<file path="src/rtl/alu_issue_ctrl.sv">
// rtl/alu_issue_ctrl.sv - issue stage that buffers ALU commands and sequences operand load, wait and result capture
//
// Purpose:
//   Queues {op, a, b} commands in a DEPTH-entry FIFO. It presents each command to the
//   8-bit ALU from registers and waits a per-class latency: LAT for ops 0000-1110 and
//   MUL_LAT for the sequential multiply, op 1111. It then captures the 16-bit result and
//   carry-out and holds them on a valid/ready result port until the consumer takes them.
//   Before every multiply, alu_rst pulses low for one cycle to restart the multiplier.
//
// Optional build macro:
//   ALU_ISSUE_STATS_EN - adds saturating 16-bit pop counters issue_cnt and mul_cnt.
//
// Ports:
//   clk, rst                      clock (rising edge), asynchronous active-high reset
//   cmd_valid/cmd_ready           command handshake; cmd_ready = !full
//   cmd_op, cmd_a, cmd_b          command opcode and operands
//   alu_a, alu_b, alu_op          registered operands/opcode driving the ALU
//   alu_rst                       multiplier restart, active-low, idle high
//   alu_s, alu_cout               ALU result and carry-out
//   res_valid/res_ready           result handshake
//   res_data, res_cout, res_op    captured result, carry-out and originating opcode
//   busy                          high while an op is in flight or the FIFO holds entries
//   issue_cnt, mul_cnt            (ALU_ISSUE_STATS_EN only) pop counters

module alu_issue_ctrl #(
    parameter int DEPTH   = 4,
    parameter int LAT     = 2,
    parameter int MUL_LAT = 10
) (
    input  logic        clk,
    input  logic        rst,
    input  logic        cmd_valid,
    output logic        cmd_ready,
    input  logic [3:0]  cmd_op,
    input  logic [7:0]  cmd_a,
    input  logic [7:0]  cmd_b,
    output logic [7:0]  alu_a,
    output logic [7:0]  alu_b,
    output logic [3:0]  alu_op,
    output logic        alu_rst,
    input  logic [15:0] alu_s,
    input  logic        alu_cout,
    output logic        res_valid,
    input  logic        res_ready,
    output logic [15:0] res_data,
    output logic        res_cout,
    output logic [3:0]  res_op,
    output logic        busy
`ifdef ALU_ISSUE_STATS_EN
    ,
    output logic [15:0] issue_cnt,
    output logic [15:0] mul_cnt
`endif
);

    localparam int AW   = $clog2(DEPTH);
    localparam int PW   = AW + 1;
    localparam int MAXL = (MUL_LAT > LAT) ? MUL_LAT : LAT;
    // The counter only ever holds latency-1, so MAXL-1 is its largest value.
    localparam int CW   = (MAXL > 1) ? $clog2(MAXL) : 1;

    localparam logic [3:0] OP_MUL = 4'b1111;

    typedef enum logic [1:0] {
        IDLE,
        WAIT,
        HOLD
    } state_t;

    // ------------------------------------------------------------------
    // Command FIFO
    // ------------------------------------------------------------------
    logic [19:0]   mem [DEPTH];
    logic [PW-1:0] wr_ptr;
    logic [PW-1:0] rd_ptr;
    logic          empty;
    logic          full;
    logic          push;
    logic          pop;
    logic [3:0]    head_op;
    logic [7:0]    head_a;
    logic [7:0]    head_b;
    logic          head_is_mul;

    // The extra pointer MSB separates "full" (same index, wrapped once more) from "empty".
    assign empty = (wr_ptr == rd_ptr);
    assign full  = (wr_ptr[AW] != rd_ptr[AW]) && (wr_ptr[AW-1:0] == rd_ptr[AW-1:0]);

    // full is the registered state at the start of the cycle. A pop on the same edge
    // does not open a slot for this edge's push.
    assign cmd_ready = !full;
    assign push      = cmd_valid && !full;

    assign {head_op, head_a, head_b} = mem[rd_ptr[AW-1:0]];
    assign head_is_mul = (head_op == OP_MUL);

    // Storage needs no reset; the pointers alone define which entries are live.
    always_ff @(posedge clk) begin
        if (push) begin
            mem[wr_ptr[AW-1:0]] <= {cmd_op, cmd_a, cmd_b};
        end
    end

    always_ff @(posedge clk or posedge rst) begin
        if (rst) begin
            wr_ptr <= '0;
            rd_ptr <= '0;
        end else begin
            if (push) begin
                wr_ptr <= wr_ptr + PW'(1);
            end
            if (pop) begin
                rd_ptr <= rd_ptr + PW'(1);
            end
        end
    end

    // ------------------------------------------------------------------
    // Sequencer
    // ------------------------------------------------------------------
    state_t        state;
    state_t        state_next;
    logic [CW-1:0] cnt;
    logic          capture;
    logic          release_res;

    always_ff @(posedge clk or posedge rst) begin
        if (rst) begin
            state <= IDLE;
        end else begin
            state <= state_next;
        end
    end

    always_comb begin
        state_next  = state;
        pop         = 1'b0;
        capture     = 1'b0;
        release_res = 1'b0;
        case (state)
            IDLE: begin
                if (!empty) begin
                    pop        = 1'b1;
                    state_next = WAIT;
                end
            end
            WAIT: begin
                if (cnt == '0) begin
                    capture    = 1'b1;
                    state_next = HOLD;
                end
            end
            HOLD: begin
                if (res_ready) begin
                    release_res = 1'b1;
                    state_next  = IDLE;
                end
            end
            default: begin
                state_next = IDLE;
            end
        endcase
    end

    assign busy = (state != IDLE) || !empty;

    // ------------------------------------------------------------------
    // ALU drive: the operands change only on a pop, so they stay put through WAIT/HOLD
    // ------------------------------------------------------------------
    always_ff @(posedge clk or posedge rst) begin
        if (rst) begin
            alu_a   <= '0;
            alu_b   <= '0;
            alu_op  <= '0;
            alu_rst <= 1'b1;
            cnt     <= '0;
        end else begin
            // Low exactly for the cycle after a multiply is loaded; high every other cycle.
            alu_rst <= !(pop && head_is_mul);
            if (pop) begin
                alu_a  <= head_a;
                alu_b  <= head_b;
                alu_op <= head_op;
                cnt    <= head_is_mul ? CW'(MUL_LAT - 1) : CW'(LAT - 1);
            end else if ((state == WAIT) && (cnt != '0)) begin
                cnt <= cnt - CW'(1);
            end
        end
    end

    // ------------------------------------------------------------------
    // Result port
    // ------------------------------------------------------------------
    always_ff @(posedge clk or posedge rst) begin
        if (rst) begin
            res_valid <= 1'b0;
            res_data  <= '0;
            res_cout  <= 1'b0;
            res_op    <= '0;
        end else begin
            if (capture) begin
                res_valid <= 1'b1;
                res_data  <= alu_s;
                res_cout  <= alu_cout;
                // alu_op is still the opcode of the op whose result is being sampled.
                res_op    <= alu_op;
            end else if (release_res) begin
                res_valid <= 1'b0;
            end
        end
    end

`ifdef ALU_ISSUE_STATS_EN
    // ------------------------------------------------------------------
    // Saturating issue statistics
    // ------------------------------------------------------------------
    always_ff @(posedge clk or posedge rst) begin
        if (rst) begin
            issue_cnt <= '0;
            mul_cnt   <= '0;
        end else if (pop) begin
            if (issue_cnt != 16'hFFFF) begin
                issue_cnt <= issue_cnt + 16'd1;
            end
            if (head_is_mul && (mul_cnt != 16'hFFFF)) begin
                mul_cnt <= mul_cnt + 16'd1;
            end
        end
    end
`endif

endmodule

</file>
<file path="config.mk">
export PLATFORM = sky130hd
export DESIGN_NAME = alu_issue_ctrl
export DESIGN_NICKNAME = d
export VERILOG_FILES = /design/src/rtl/alu_issue_ctrl.sv
export SDC_FILE = /design/constraint.sdc
export NUM_CORES = 1
export LEC_CHECK = 0
export ABC_AREA = 1
export CAP_MARGIN = 20
export CORE_MARGIN = 8
export CORE_UTILIZATION = 45
export CTS_BUF_LIST = sky130_fd_sc_hd__clkbuf_4
export CTS_CLUSTER_DIAMETER = 30
export CTS_CLUSTER_SIZE = 12
export DETAILED_ROUTE_END_ITERATION = 7
export PLACE_DENSITY = 0.69
export SLEW_MARGIN = 20
export SYNTH_ARGS = -nofsm -noshare
export SYNTH_HDL_FRONTEND = slang
export SYNTH_SLANG_ARGS = --single-unit
</file>
<file path="constraint.sdc">
create_clock -name clk -period 6.9 [get_ports clk]
set_clock_uncertainty 0.15 [all_clocks]
set_input_delay 1.035 -clock clk [delete_from_list [all_inputs] [get_ports clk]]
set_output_delay 1.035 -clock clk [all_outputs]
set_load 0.05 [all_outputs]
</file>
* Word level (Yosys, flattened, before mapping) *
Memory sizes are Yosys's and may differ from the RTL's.
Cells that the tools add are included.

storage, ports and cells
  ROM bits = 0
  latch bits = 0
  memories = 1
  register bits after elaboration = 55
  bits in writable memories = 80
  input port bits = 41
  word-level logic and storage cells = 57
  output and inout bits = 45

operators by class
  $add $sub $neg = 3
  bitwise gates (word level) = 0
  multiply operators = 0
  divide/modulo/power cells = 0
  multiplexer cells = 17
  shift operators = 0
  eq/ne operators = 9
  order comparisons = 0
  reductions and logical operators = 15

memory list
  memory  words  width  read ports  clocked after Yosys merged registers in  write ports  RTL line  text
  mem     4      20     1           0                                        1            73        logic [19:0] mem [DEPTH];

operators with widths
  cell                 count
  $mux 4               3
  $mux 1               10
  $add 3x1->3 const B  2
  $mux 2               3
  $ne 2x2->1 const B   3
  $pmux 2 s3           1
  $reduce_bool 2->1    3
  $eq 4x4->1 const B   1
  $logic_and 1x1->1    4
  $logic_not 4->1      1
  $reduce_bool 4->1    1
  $sub 4x1->4 const B  1
  $eq 3x3->1           1
  $logic_not 1->1      3
  $reduce_and 3->1     1
  $eq 2x1->1 const B   1
  $eq 2x2->1           1
  $eq 2x2->1 const B   1
  $logic_not 2->1      1
  $logic_or 1x1->1     1
  $ne 1x1->1           1

* Longest topological paths before layout *
Gate-level depths: netlist of run 1.

  depth after elaboration = 6
  gate-level depth with buffers = 9
  depth with buffers taken out = 9

* Least setup slack after synthesis of run 1 *
OpenSTA, ideal clock, no wires.

  kind = register to register
  start point = register rd_ptr[0]
  end point = memory mem[0][0], enable pin
  library setup time = 397 ps
  period minus slack after synthesis = 2764 ps
  required time = 6353 ps
  path slack = 4136 ps
  stages on the path, launching flop included = 7
  buffers on the path = 0
  arrival time = 2217 ps
  cell sequence = dfrtp_1 -> inv_2 -> nand2_1 -> nand2_1 -> nand4_1 -> nand2_2 -> nor2_1

between the ends
  word-level cells in the longest chain between the ends = 6

ends and longest elaborated chain
  what                          RTL line  text
  start, declared               75        logic [PW-1:0] rd_ptr;
  start signal, assigned        113       rd_ptr <= rd_ptr + PW'(1);
  $eq 2x2->1                    87        assign full = (wr_ptr[AW] != rd_ptr[AW]) && (wr_ptr[AW-1:0] == rd_ptr[AW-1:0]);
  $logic_and 1x1->1             87
  $logic_not 1->1               -
  named net cmd_ready           33        output logic cmd_ready,
  $logic_and 1x1->1             92        assign push = cmd_valid && !full;
  $mux 1                        99        if (push) begin
  $mux 1 (implied by the code)  100       mem[wr_ptr[AW-1:0]] <= {cmd_op, cmd_a, cmd_b};
  end, declared                 73

The timed path passes the listed nets, and every way through them passes these cells.

* Final worst setup path of run 1 *
  start point = register rd_ptr[1]
  end point = output cmd_ready

between the ends
  word-level cells in the longest chain between the ends = 3

ends and longest elaborated chain
  what               RTL line  text
  $eq 2x2->1         87
  $logic_and 1x1->1  87
  $logic_not 1->1    91        assign cmd_ready = !full;
  end, declared      33

Every way passes these cells.

==> impl_metrics.py, run 1 <==
metrics = {
    "floorplan": {
        "floorplan.initialDensity_pct": 46.3,
        "ios": 86,
        "coreArea_mm2": 0.0115,
        "dieArea_mm2": 0.0156,
        "rows": 39,
        "die_w_um": 125,
        "die_y_um": 125,
    },
    "global_routing": {
        "grt_max_degree": 56,
        "gr-total-overflow": 0,
        "grt_pass1_vias": 3672,
        "grt_pass1_wl_um": 18300,
        "grt.total_usage_pct": 14.7,
        "antenna_found_initial": 1,
    },
    "worst_setup_path": {
        "r2r_slack_ps": 3560,
        "end_kind": "output port",
        "critPathRequiredTime_ps": 5710,
        "crit_type": "reg2out",
        "cp_max_fo": 23,
        "critPathLaunchType": "flip-flop",
        "arrival_ps": 3140,
    },
    "detailed_routing": {
        "dr.pass1.iters": 5,
        "via_per_inst": 5.04,
        "detailroute.via_count": 3476,
        "ant_nets": 0,
        "drc_errors": 0,
        "drtIter0Drc": 187,
        "drt_wl_total_um": 11100,
        "routedWlPerCell_um": 16.1,
    },
    "synth": {
        "synth_top_flop_cell": "edfxtp_1",
        "ys_seq_elements": 135,
        "synth_edf_count": 80,
        "avgSynthCellArea_um2": 12.0,
        "synth_area_leader_cell": "edfxtp_1",
        "syn_inst": 443,
        "yosysMostFrequentCell": "nand2_1",
        "async_flop_share_pct": 40.7,
        "synthTopCellsByArea": "edfxtp_1 45%, dfrtp_1 25%, nand2_1 7.0%, o21ai_0 3.7%, nor2_1 3.0%",
        "ys_warn_count": 0,
        "synthTopCellsByCount": "99 x nand2_1, 80 x edfxtp_1, 54 x dfrtp_1, 43 x nor2_1, 39 x o21ai_0",
        "yosys.area.top_type_share_pct": 45.0,
        "synth_seq_area_share_pct": 70.9,
        "synth_cell_types": 25,
        "syn_area_mm2": 0.00533,
        "synth_nets": 491,
    },
    "cts": {
        "root_buffer": "clkbuf_4",
        "cts.sinks": 135,
        "clk_latency_ps": 500,
        "cts_buffers": 17,
        "h-tree-depth": 4,
        "cts_resized": 0,
        "clk_path_buf_depth": 2,
        "holdBufCountCts": 0,
        "tritoncts": "built",
        "path_clk_slew_ps": 110,
        "cts_setup_buffers": 0,
    },
    "sta": {
        "finalCritPeriodShare_pct": 62.6,
        "hold_viol_final": 0,
        "finalMaxSlewViolations": 0,
        "rsz0062_at_grt": "no",
        "tightestPinTransition_ps": 770,
        "setup_tns_ps": 0,
        "timing.hold.ws_ps": 338,
        "slew_headroom_pct": 48.7,
        "report.final.setup_viol": 0,
        "fin_crit_ps": 4320,
        "max_freq_mhz": 231,
    },
    "place": {
        "dp_hpwl_um": 7140,
        "routabilityCongestion": 0.754,
        "io_buffers": 85,
        "dpl-instance-area_mm2": 0.00629,
    },
    "cells_and_area": {
        "nFillCells": 986,
        "final_area_mm2": 0.00658,
        "synthToLayoutAreaGrowth_pct": 23.4,
        "drive_gt1_share_pct": 10.4,
        "layout.nets": 581,
    },
    "pwr": {
        "power_density_mw_per_mm2": 500,
        "peakVddDrop_v": 0.000192,
        "finalPower_w": 0.00329,
        "p_leak_nw": 2.66,
    },
    "run": {
        "max-cap-violations": 0,
    },
    "min_path": {
        "hp-class": "reg2reg",
    },
    "outcome": {
        "status": "finished clean",
    },
}
layer usage:
metal	GRT usage, %	up-vias	wire [um]
met5	0	-	0
met4	7.31	0	171
met3	3.42	14	449
met2	24.1	93	5620
met1	17.8	1682	4890
li1	-	1687	-
state kept, by name, summed over array words and instances, names as in the netlist:
| signal | cells |
|---|---|
| res_cout | 1 |
| alu_b | 8 |
| res_valid | 1 |
| alu_op | 4 |
| state | 2 |
| mem | 80 |
| rd_ptr | 3 |
| alu_rst | 1 |
| res_op | 4 |
| res_data | 16 |
| cnt | 4 |
| alu_a | 8 |
| wr_ptr | 3 |
per-stage QoR:
step           instances  setup WS, ps  utilization (%)
4_1_cts              688          2550             57.0
3_5_place_dp         656          3130             54.7
3_3_place_gp         656          3140             54.6
2_1_floorplan        443          4140                -
6_report             690          2580             57.1
5_1_grt              690          2410             57.1
layout by cell type, fill, tap and decap left out, drive strengths merged, types with 16 or more instances in the layout:
cell / synthesis / layout
clkbuf: 4 / 18
clkdlybuf4s50: 0 / 85
dfrtp: 54 / 54
edfxtp: 80 / 80
inv: 35 / 36
mux2: 18 / 18
nand2: 101 / 101
nor2: 46 / 46
o21ai: 43 / 43
o22ai: 16 / 16
final cells by class:
type / count / area, um2 / area share, %
inverter: 35 / 131 / 2.00
clock buffer: 18 / 135 / 2.05
clock inverter: 14 / 134 / 2.03
antenna: 1 / 2.50 / 0.0380
sequential: 135 / 3780 / 57.4
multi-input combinational: 255 / 1340 / 20.3
timing repair buffer: 89 / 885 / 13.4
tap: 143 / 179 / 2.72
worst max-delay path, stage by stage (launching register included):
cell and delay, ps:
dfrtp_1 850, inv_1 560, nand2_1 160, nand2_1 100, nand4_1 110, clkdlybuf4s50_1 820
final timing paths:
path | depth (start not counted) | to | from
min reg2reg | 2 | alu_a[7] | alu_a[7]
max reg2reg | 7 | mem[3][16] | rd_ptr[1]
max in group asynchronous | 3 | cnt[1] | rst
min in group asynchronous | 3 | alu_b[3] | rst
max | 5 | cmd_ready | rd_ptr[1]
min | 2 | alu_a[7] | alu_a[7]
power by group:
part | internal [W] | switching (W) | leakage [nW]
clock network | 0.000215 | 0.000278 | 0.137
logic | 0.000492 | 0.00106 | 1.13
registers | 0.00113 | 0.000120 | 1.39
total | 0.00183 | 0.00146 | 2.66
cell families after synthesis:
logic type	synth area share, %
simple gates	12.3
flops	70.9
compound gates	6.43
buf+inv	4.41
mux	3.80
fa+ha+maj	1.64
xor+xnor	0.493
Power figures use the tool's default switching activity.
==> run 2, diff against run 1 <==
Settings changed: PLACE_DENSITY 0.69 to 0.72.
Clock period 6.9 ns to 3.9 ns, I/O delays scaled along.
==> run 2 against run 1 <==
Against the previous run:
- core utilization up 0.29 points
- critical path depth up 1
- cell count up 0.14%
==> impl_metrics.py, run 2 (same netlist as run 1, synthesis figures left out) <==
metrics = {
    "outcome": {
        "status": "finished clean",
    },
    "worst_setup_path": {
        "critPathRequiredTime_ps": 3160,
        "crit_type": "reg2out",
        "crit_slowest_cell": "inv_1",
        "r2r_end": "mem[1][6]",
        "end_kind": "output port",
        "cpPeakStageDelay_ps": 470,
        "arrival_ps": 2190,
        "critPathLaunchType": "flip-flop",
        "crit_chain": "buf_4 -> inv_1 -> nand2_1 -> nand2_1 -> nand4_1 -> buf_4",
        "cp_max_fo": 23,
        "r2r-start": "rd_ptr[1]",
        "crit_family": "buffers and inverters",
        "r2r_slack_ps": 1040,
        "r2r_cells": 7,
        "path_buf_inv": 3,
    },
    "floorplan": {
        "die_w_um": 125,
        "coreArea_mm2": 0.0115,
        "rows": 39,
        "die_y_um": 125,
        "ios": 86,
        "floorplan.initialDensity_pct": 46.3,
        "dieArea_mm2": 0.0156,
    },
    "global_routing": {
        "antenna_found_initial": 1,
        "grt_pass1_vias": 3519,
        "grt_pass1_wl_um": 17900,
        "gr-total-overflow": 0,
        "grt.total_usage_pct": 14.4,
        "grt_max_degree": 44,
    },
    "place": {
        "dp_cells": 657,
        "io_buffers": 85,
        "dp_hpwl_um": 7270,
        "routabilityCongestion": 0.756,
        "dpl-instance-area_mm2": 0.00629,
    },
    "detailed_routing": {
        "drc_errors": 0,
        "dr.pass1.iters": 5,
        "routedWlPerCell_um": 15.7,
        "ant_nets": 0,
        "detailroute.via_count": 3472,
        "drt_wl_total_um": 10900,
        "drtIter0Drc": 248,
        "via_per_inst": 5.02,
    },
    "cts": {
        "tritoncts": "built",
        "clk_path_buf_depth": 2,
        "h-tree-depth": 4,
        "cts_buffers": 17,
        "holdBufCountCts": 0,
        "path_clk_slew_ps": 130,
        "cts_resized": 0,
        "cts.sinks": 135,
        "root_buffer": "clkbuf_4",
        "cts_setup_buffers": 0,
        "clk_latency_ps": 520,
    },
    "pwr": {
        "p_leak_nw": 2.67,
        "power_density_mw_per_mm2": 884,
        "peakVddDrop_v": 0.000428,
    },
    "sta": {
        "hold_viol_final": 0,
        "fin_crit_ps": 2930,
        "timing.hold.ws_ps": 155,
        "finalCritPeriodShare_pct": 75.0,
        "tightestPinTransition_ps": 1020,
        "max_freq_mhz": 342,
        "slew_headroom_pct": 31.7,
        "rsz0062_at_grt": "no",
        "setup_tns_ps": 0,
        "finalMaxSlewViolations": 0,
        "report.final.setup_viol": 0,
    },
    "cells_and_area": {
        "mostFrequentLayoutCell": "nand2_1",
        "drive_gt1_share_pct": 11.3,
        "regArea_mm2": 0.00378,
        "largest_reg_flops": 80,
        "multi_input_area_mm2": 0.00134,
        "fin_cells": 691,
        "layout.nets": 582,
        "final_area_mm2": 0.00662,
        "synthToLayoutAreaGrowth_pct": 24.0,
        "nFillCells": 958,
        "mostFrequentLayoutCells": "99 x nand2_1, 83 x clkdlybuf4s50_1, 80 x edfxtp_1",
    },
    "run": {
        "max-cap-violations": 0,
    },
    "min_path": {
        "hp-class": "in2async",
    },
}
run 2: cell types whose count changed in the layout (fill, tap and decap cells not counted), sizes merged:
cell	before	now
buf	4	7
clkdlybuf4s50	85	83
clkinv	7	5
inv	36	38
run 2: layout make-up:
type / count / area share (%)
diodes: 1 / 0.0378
clock buffers: 18 / 2.04
clock inverters: 14 / 2.29
inverters: 35 / 1.99
multi-input cells: 255 / 20.3
flip-flops and latches: 135 / 57.1
well taps: 143 / 2.70
repair buffers: 90 / 13.5
run 2: stage by stage:
stage	worst slack, ps	utilization (%)	power (W)
3_3_place_gp	1100	54.6	0.00493
5_1_grt	733	57.4	0.00624
3_5_place_dp	976	54.6	0.00500
2_1_floorplan	1140	-	0.00416
6_report	973	57.4	0.00584
4_1_cts	924	57.1	0.00591
run 2: worst max-delay path by stage:
stage	start	to	slack [ps]	depth (start not counted)
after floorplan	rd_ptr[0]	mem[0][0]	1140	6
after global placement	rd_ptr[1]	mem[0][11]	1100	7
after detailed placement	rd_ptr[1]	mem[0][11]	980	7
after CTS	rd_ptr[1]	cmd_ready	920	6
after global routing	rd_ptr[1]	cmd_ready	730	6
final	rd_ptr[1]	cmd_ready	970	6
run 2: layer usage:
| layer | global-route usage [%] | vias up | part of all wire, % | wire length [um] |
|---|---|---|---|---|
| met3 | 4.28 | 8 | 5.0 | 547 |
| met1 | 17.1 | 1682 | 44 | 4770 |
| li1 | - | 1688 | - | - |
| met4 | 6.59 | 0 | 1.3 | 142 |
| met5 | 0 | - | 0 | 0 |
| met2 | 23.8 | 94 | 50 | 5390 |
run 2: where the power goes:
part           total, W  switching (W)  internal, W
sequential      0.00218       0.000186      0.00200
clock          0.000905       0.000513     0.000392
combinational   0.00276        0.00188     0.000871
total           0.00584        0.00258      0.00326
==> run 3, diff against run 2 <==
Settings changed: PLACE_DENSITY 0.72 to 0.69.
Clock period 3.9 ns to 2.76 ns, I/O delays scaled along.
==> run 3 against run 2 <==
Against the previous run:
- die area stayed put
- sequential power up 42%
- critical path depth down 5
- first-iteration DRC count is 1.2% higher
- critical path type unchanged
- largest power group unchanged
==> impl_metrics.py, run 3 (same netlist as run 1, synthesis figures left out) <==
metrics = {
    "cells_and_area": {
        "synthToLayoutAreaGrowth_pct": 25.0,
        "drive_gt1_share_pct": 12.1,
        "mostFrequentLayoutCells": "99 x nand2_1, 83 x clkdlybuf4s50_1, 80 x edfxtp_1",
        "layout.nets": 587,
        "largest_reg_flops": 80,
        "mostFrequentLayoutCell": "nand2_1",
        "nFillCells": 971,
        "fin_util_pct": 57.9,
    },
    "sta": {
        "rsz0062_at_grt": "no",
        "max_freq_mhz": 416,
        "report.final.setup_viol": 0,
        "hold_viol_final": 0,
        "fin_crit_ps": 2400,
        "tightestPinTransition_ps": 591,
        "finalCritPeriodShare_pct": 87.1,
        "finalMaxSlewViolations": 0,
        "slew_headroom_pct": 60.6,
    },
    "detailed_routing": {
        "detailroute.via_count": 3483,
        "ant_nets": 0,
        "via_per_inst": 5.00,
        "drtIter0Drc": 251,
        "drt_wl_total_um": 11000,
        "routedWlPerCell_um": 15.8,
        "dr.pass1.iters": 5,
        "drc_errors": 0,
    },
    "global_routing": {
        "grt_max_degree": 42,
        "antenna_found_initial": 1,
        "gr-total-overflow": 0,
        "grt_pass1_wl_um": 18200,
        "grt_pass1_vias": 3619,
        "grt.total_usage_pct": 14.7,
    },
    "worst_setup_path": {
        "critPathLaunchType": "flip-flop",
        "crit_family": "buffers and inverters",
        "path_buf_inv": 1,
        "crit_slowest_cell": "clkdlybuf4s50_1",
        "arrival_ps": 1840,
        "cp_max_fo": 1,
        "cpPeakStageDelay_ps": 800,
        "crit_chain": "clkdlybuf4s50_1",
        "critPathRequiredTime_ps": 2200,
        "crit_type": "reg2out",
        "end_kind": "output port",
    },
    "pwr": {
        "seqPwrFrac_pct": 36.9,
        "clkPwrFrac_pct": 15.6,
        "power.share.switching_pct": 44.2,
        "p_sw_w": 0.00370,
        "p_int_w": 0.00467,
        "p_comb_share_pct": 47.5,
        "power_density_mw_per_mm2": 1260,
        "peakVddDrop_v": 0.000573,
        "p_leak_nw": 2.71,
        "finalPower_w": 0.00837,
    },
    "cts": {
        "holdBufCountCts": 0,
        "cts_setup_buffers": 0,
        "clk_latency_ps": 520,
        "h-tree-depth": 4,
        "path_clk_slew_ps": 120,
        "clk_path_buf_depth": 2,
        "cts.sinks": 135,
        "cts_resized": 0,
        "root_buffer": "clkbuf_4",
        "cts_buffers": 17,
        "tritoncts": "built",
    },
    "place": {
        "dp_hpwl_um": 7250,
        "routabilityCongestion": 0.801,
        "io_buffers": 85,
    },
    "floorplan": {
        "die_y_um": 125,
        "dieArea_mm2": 0.0156,
        "floorplan.initialDensity_pct": 46.3,
        "rows": 39,
        "coreArea_mm2": 0.0115,
        "die_w_um": 125,
        "ios": 86,
    },
    "min_path": {
        "hp-class": "in2async",
    },
    "run": {
        "max-cap-violations": 0,
    },
    "outcome": {
        "status": "finished clean",
    },
}
-- run 3: cell count changes in the layout (fill, tap and decap cells not counted) --
cell	previous run	this run
clkinv_4	3	1
clkbuf_4	18	17
inv_8	0	1
inv_6	3	6
nor2_2	3	6
buf_4	6	9
nor2_4	3	0
buf_12	1	3
clkinvlp_4	4	3
-- run 3: final timing paths --
check / end / slack, ps / startpoint / depth (start not counted)
hold reg to reg: alu_a[0] / 340 / alu_a[0] / 2
setup / recovery: alu_rst / 360 / alu_rst / 1
setup reg to reg: mem[3][8] / 740 / wr_ptr[0] / 7
max in group asynchronous: alu_rst / 1750 / rst / 3
hold / removal: res_data[11] / 80 / rst / 2
min in group clk: res_data[5] / 330 / alu_s[5] / 2
-- run 3: power by group through the flow --
stage	registers [W]	logic [W]	clock network, W
final	0.00309	0.00398	0.00131
after global routing	0.00316	0.00435	0.00142
after CTS	0.00309	0.00403	0.00135
after detailed placement	0.00314	0.00402	0
after global placement	0.00311	0.00395	0
after floorplan	0.00417	0.00171	0
-- run 3: final cells by class --
cell class / instances / area [um2] / share of cell area [%]
inverters: 35 / 131 / 1.97
well taps: 143 / 179 / 2.68
repair buffers: 95 / 958 / 14.4
multi-input cells: 255 / 1330 / 19.9
clock buffers: 17 / 128 / 1.91
diodes: 1 / 2.50 / 0.0375
clock inverters: 15 / 164 / 2.46
flip-flops and latches: 135 / 3780 / 56.7
-- run 3: worst reg2reg max path, stage by stage, from the launching register on --
cell	delay, ps
dfrtp_1	420
inv_1	110
nand2_1	80
nand2_1	90
nand4_1	190
nand2_2	180
nor2_2	180
buf_4	310
-- run 3: metal layers --
layer	routed length, um	GRT usage (%)
met5	0	0
met4	137	7.16
met3	501	3.98
met2	5510	24.3
met1	4860	17.3
-- run 3: stage by stage --
stage / cells / setup TNS, ps / worst slack [ps] / area (um2) / hold slack, ps
2_1_floorplan: 443 / -227 / -3.79 / 5330 / 339
3_3_place_gp: 663 / 0 / 781 / 6370 / 313
3_5_place_dp: 663 / 0 / 752 / 6370 / 317
4_1_cts: 695 / 0 / 315 / 6670 / 61.3
5_1_grt: 696 / 0 / 295 / 6670 / 90.0
6_report: 696 / 0 / 356 / 6670 / 76.9
